### src/rtl/pipe_generator.sv
`timescale 1ns/1ps
`default_nettype none
// ============================================================================
// Module   : pipe_generator
// Purpose  : Scrolls two pipe obstacles, respawns them with LFSR gap heights
//            and keeps a saturating 3-digit BCD score of pipes passed.
// Revision : 1.0
// ============================================================================
module pipe_generator #(
    parameter int        SCREEN_W  = 640,
    parameter int        SPEED     = 1,
    parameter int        BIRD_X    = 100,
    parameter int        GAP_Y_MIN = 100,
    parameter logic [7:0] LFSR_SEED = 8'hA5
) (
    input  logic        game_clk,
    input  logic        reset,
    input  logic        restart,
    input  logic        enable,
    output logic [10:0] pipe1_x,
    output logic [10:0] pipe1_y,
    output logic [10:0] pipe2_x,
    output logic [10:0] pipe2_y,
    output logic        score_pulse,
    output logic [11:0] score_bcd
);

    localparam logic [10:0] c_p1_x_rst = 11'(SCREEN_W / 2 - 1);
    localparam logic [10:0] c_p2_x_rst = 11'(SCREEN_W - 1);
    localparam logic [10:0] c_p1_y_rst = 11'd250;
    localparam logic [10:0] c_p2_y_rst = 11'd200;
    localparam logic [10:0] c_respawn  = 11'(SCREEN_W - 1);
    localparam logic [10:0] c_speed    = 11'(SPEED);
    localparam logic [10:0] c_bird     = 11'(BIRD_X);
    localparam logic [10:0] c_gap_min  = 11'(GAP_Y_MIN);

    typedef enum logic [1:0] {
        IDLE = 2'd0,
        RUN  = 2'd1,
        HALT = 2'd2
    } state_t;

    state_t      state_q, state_d;
    logic [7:0]  lfsr_q, lfsr_d;
    logic [10:0] x1_q, x1_d, y1_q, y1_d;
    logic [10:0] x2_q, x2_d, y2_q, y2_d;
    logic        pulse_q, pulse_d;
    logic [11:0] score_q, score_d;

    logic        w_move;
    logic        w_wrap1, w_wrap2, w_cross1, w_cross2;
    logic [10:0] w_x1_mv, w_x2_mv;

    // Saturating BCD increment with per-digit carry.
    function automatic logic [11:0] bcd_inc(input logic [11:0] s);
        logic [3:0] d2, d1, d0;
        {d2, d1, d0} = s;
        if (s == 12'h999) begin
            return s;
        end
        if (d0 == 4'd9) begin
            d0 = 4'd0;
            if (d1 == 4'd9) begin
                d1 = 4'd0;
                d2 = d2 + 4'd1;
            end else begin
                d1 = d1 + 4'd1;
            end
        end else begin
            d0 = d0 + 4'd1;
        end
        return {d2, d1, d0};
    endfunction

    assign w_move   = enable && (state_q != HALT);
    assign w_wrap1  = x1_q < c_speed;
    assign w_wrap2  = x2_q < c_speed;
    assign w_x1_mv  = w_wrap1 ? c_respawn : x1_q - c_speed;
    assign w_x2_mv  = w_wrap2 ? c_respawn : x2_q - c_speed;
    assign w_cross1 = !w_wrap1 && (x1_q >= c_bird) && (w_x1_mv < c_bird);
    assign w_cross2 = !w_wrap2 && (x2_q >= c_bird) && (w_x2_mv < c_bird);

    always_comb begin
        lfsr_d  = {lfsr_q[6:0], lfsr_q[7] ^ lfsr_q[5] ^ lfsr_q[4] ^ lfsr_q[3]};
        state_d = state_q;
        x1_d    = x1_q;
        y1_d    = y1_q;
        x2_d    = x2_q;
        y2_d    = y2_q;
        score_d = score_q;
        pulse_d = 1'b0;

        if (restart) begin
            state_d = IDLE;
            x1_d    = c_p1_x_rst;
            y1_d    = c_p1_y_rst;
            x2_d    = c_p2_x_rst;
            y2_d    = c_p2_y_rst;
            score_d = 12'h000;
        end else begin
            case (state_q)
                IDLE:    if (enable)  state_d = RUN;
                RUN:     if (!enable) state_d = HALT;
                HALT:    state_d = HALT;
                default: state_d = IDLE;
            endcase

            // Spawn heights use the pre-step LFSR; pipe 2 sees it nibble-swapped.
            if (w_move) begin
                x1_d = w_x1_mv;
                x2_d = w_x2_mv;
                if (w_wrap1) y1_d = c_gap_min + {3'b000, lfsr_q};
                if (w_wrap2) y2_d = c_gap_min + {3'b000, lfsr_q[3:0], lfsr_q[7:4]};
                if (w_cross1 || w_cross2) begin
                    pulse_d = 1'b1;
                    score_d = bcd_inc(score_q);
                end
            end
        end
    end

    always_ff @(posedge game_clk) begin
        if (reset) begin
            state_q <= IDLE;
            lfsr_q  <= LFSR_SEED;
            x1_q    <= c_p1_x_rst;
            y1_q    <= c_p1_y_rst;
            x2_q    <= c_p2_x_rst;
            y2_q    <= c_p2_y_rst;
            pulse_q <= 1'b0;
            score_q <= 12'h000;
        end else begin
            state_q <= state_d;
            lfsr_q  <= lfsr_d;
            x1_q    <= x1_d;
            y1_q    <= y1_d;
            x2_q    <= x2_d;
            y2_q    <= y2_d;
            pulse_q <= pulse_d;
            score_q <= score_d;
        end
    end

    assign pipe1_x     = x1_q;
    assign pipe1_y     = y1_q;
    assign pipe2_x     = x2_q;
    assign pipe2_y     = y2_q;
    assign score_pulse = pulse_q;
    assign score_bcd   = score_q;

endmodule
`default_nettype wire

### config.mk
export PLATFORM = sky130hd
export DESIGN_NAME = pipe_generator
export DESIGN_NICKNAME = d
export VERILOG_FILES = /design/src/rtl/pipe_generator.sv
export SDC_FILE = /design/constraint.sdc
export NUM_CORES = 1
export LEC_CHECK = 0
export BUFFER_PORTS_ARGS = -buffer_cell sky130_fd_sc_hd__buf_4
export CORE_MARGIN = 5
export CORE_UTILIZATION = 45
export DETAILED_ROUTE_END_ITERATION = 10
export HOLD_SLACK_MARGIN = 0.02
export PLACE_DENSITY = 0.66
export SLEW_MARGIN = 20
export SYNTH_ARGS = -nofsm -noshare
export SYNTH_HDL_FRONTEND = slang
export SYNTH_SLANG_ARGS = --single-unit
### constraint.sdc
create_clock -name game_clk -period 6.7 [get_ports game_clk]
set_clock_uncertainty 0.15 [all_clocks]
set_input_delay 1.005 -clock game_clk [delete_from_list [all_inputs] [get_ports game_clk]]
set_output_delay 1.005 -clock game_clk [all_outputs]
set_load 0.01 [all_outputs]
==> flow_metrics.tcl <==
set metrics [dict create \
    outcome "finished, final reports clean" \
    slowest_stage "dfxtp_1" \
    worst_pin_slew_ns 0.765 \
    clockPowerShare 0.423 \
    crit_chain "inv_1 -> ha_1 -> or3_1 -> a221oi_1 -> o22ai_1 -> a2111oi_2 -> o21ba_1 -> or4_1 -> a21oi_1" \
    cts_tree "done" \
    cts-buffers-inserted 9 \
    critPathArrivalTime_ns 3.30 \
    wl_met3_um 391 \
    synth_area_per_cell_um2 8.23 \
    end_kind "register" \
    drtPass1Iterations 4 \
    critPathKind "register to register" \
    htreeDepth 3 \
    die_x_um 97.3 \
    drt-met1-wl_um 3950 \
    finalCriticalPeriod_ns 3.19 \
    critPathMaxFanout 11 \
    clockBufferDepth 2 \
    power_uw 775 \
    met2RoutedLength_um 3820 \
    ys_warn_count 0 \
    io_buffer_count 56 \
    dr_total_vias 3154 \
    routed_wl_um 8280 \
    synth.area.top_cells "dfxtp_1 37%, nand2_1 5.7%, ha_1 4.4%, nor2_1 3.9%, a21oi_1 3.4%" \
    hold_path.class "register to register" \
    async_reset_ff_frac 0 \
    drc 0 \
    synth.cell_area_um2 3430 \
    io_pins 61 \
    synth_common_cells "63 x dfxtp_1, 52 x nand2_1, 36 x nor2_1" \
    fin_crit_sh 0.476 \
    yosysTopAreaCellShare 0.368 \
    syn_to_final_growth_pct 18.2 \
    vdd_ir_drop_max_mv 0.0983 \
    dieArea_um2 9470 \
    synth_seq_cells 63 \
    syn_inst 417 \
    seqPwrFrac 0.508 \
    fin_tns_setup_ns 0 \
    nFillCells 708 \
    p_comb_frac 0.069 \
    grt-ovfl-total 0 \
    p_switching_uw 200 \
    yosysMostFrequentCell "dfxtp_1" \
    wire_per_inst_um 14.7 \
    setup_viol 0 \
    multi_input_comb_area_um2 1980 \
    postCtsSetupBuffers 0 \
    swShare 0.258 \
    synth_largest_area_cell "dfxtp_1" \
    fmax_ghz 0.314 \
    diodes 0 \
    detail-route-antenna-nets 0 \
    drt_iter0_drc 125 \
    p_leak_nw 1.56 \
    maxCapViolations 0 \
    grt_pass1_vias 2990 \
    antenna_found_initial 0 \
    post_cts_resized 0 \
    grt_pass1_wl_um 14100 \
    nets 477 \
    worst_setup_path_start_kind "register" \
    p_int_uw 575 \
    ff_latch_area_um2 1260 \
    ys.flop_type "dfxtp_1" \
    powerDensity_nw_per_um2 191 \
    cts_hold_buf 0 \
    grt_max_degree 31 \
    top_layer "met4" \
    row_count 31 \
    via_per_inst 5.58 \
    drv_slew 0 \
    synth_edf_count 0 \
    path_clk_slew_ns 0.07 \
    grt.total_usage 0.175 \
    hpwl_um 5840 \
    numClockSinks 63 \
    hold_viol 0 \
    rsz0062_at_grt "no" \
    cp.required_ns 6.82 \
    core_um2 7330 \
    die_h_um 97.3 \
    max_stage_delay_ns 0.49 \
    start_util 0.468 \
    cts_root_buf "clkbuf_8" \
    synth.distinct_cells 63 \
    clock_latency_ns 0.34 \
    gp_congestion 0.895 \
    synth-seq-area-share 0.368 \
    drive_gt1_frac 0.208 \
    slew_headroom 0.490 \
    hold_ws_ns 0.307 \
]
[power by group through the flow]
| stage | registers (mW) | logic (mW) | clock network, mW |
|---|---|---|---|
| after floorplan | 0.398 | 0.0425 | 0 |
| after global placement | 0.401 | 0.0527 | 0 |
| after detailed placement | 0.402 | 0.0538 | 0 |
| after CTS | 0.393 | 0.0540 | 0.338 |
| after global routing | 0.395 | 0.0610 | 0.354 |
| final | 0.393 | 0.0537 | 0.328 |
[logic make-up (layout without fill, tap and decap cells)]
| kind of cell | Yosys count | after routing | share of synthesized area |
|---|---|---|---|
| flops | 63 | 63 | 0.368 |
| simple gates | 185 | 185 | 0.285 |
| mux | 4 | 4 | 0.0117 |
| xor+xnor | 18 | 18 | 0.0460 |
| other cells | 1 | 4 | 0.00109 |
| fa+ha+maj | 12 | 12 | 0.0438 |
| buf+inv | 43 | 89 | 0.0591 |
| compound gates | 91 | 91 | 0.186 |
[cells in the final DEF, fill, tap and decap left out, types with 5 or more instances in the layout]
cell	synthesis	routed
a211oi_1	11	11
a21oi_1	23	23
a31oi_1	6	6
buf_4	4	58
clkbuf_8	0	9
dfxtp_1	63	63
ha_1	12	12
inv_1	15	15
nand2_1	52	52
nand3_1	18	18
nand4_1	8	8
nor2_1	36	35
nor2b_1	7	7
nor3_1	12	12
nor4_1	5	5
o211ai_1	8	8
o21ai_0	15	15
or2_2	5	5
or3_1	8	8
or4_1	8	8
xnor2_1	12	12
xor2_1	6	6
[stage by stage]
step                worst slack [ns]  instance area [µm²]  utilization  cells
global route                    3.26                 4050        0.553    565
floorplan                       3.86                 3440            -    420
finish                          3.51                 4050        0.553    565
global placement                3.44                 3860        0.526    549
detailed placement              3.38                 3860        0.526    549
CTS                             3.53                 4050        0.553    565
[metal layers]
layer  vias to the layer above  global-route usage
li1                       1583                   -
met1                      1490               0.228
met2                        71               0.283
met3                        10              0.0380
met4                         0              0.0692
met5                         -                   0
[final timing paths]
path                            from                        end  slack (ns)  cells after the start
max          pipe1_x[0]$_SDFFE_PP1P_  score_bcd[8]$_SDFFE_PP0P_        3.51                      9
min          pipe1_y[0]$_SDFFE_PP0P_    pipe1_y[0]$_SDFFE_PP0P_        0.31                      2
max reg2reg  pipe1_x[0]$_SDFFE_PP1P_  score_bcd[8]$_SDFFE_PP0P_        3.51                      9
min reg2reg  pipe1_y[0]$_SDFFE_PP0P_    pipe1_y[0]$_SDFFE_PP0P_        0.31                      2
[worst max-delay path, delay by kind of cell, from the launching register on]
kind,cells,cell delay [ns]
buffers and inverters,1,0.09
DFF,1,0.49
AOI/OAI and AO/OA,5,1.35
adders and majority gates,1,0.26
and+or+nand+nor,2,0.76
[registers in the layout (all words and copies together) (netlist names)]
name         cells
lfsr_q           8
pipe1_x         11
pipe1_y          9
pipe2_x         11
pipe2_y          9
score_bcd       12
score_pulse      1
state_q          2
[layout make-up]
class,instances,area share
clock inverter,7,0.0179
sequential,63,0.311
inverter,15,0.0139
tap,99,0.0306
clock buffer,9,0.0306
timing repair buffer,58,0.107
multi-input combinational,314,0.489
Note: power is estimated with default switching activity, not from simulation.
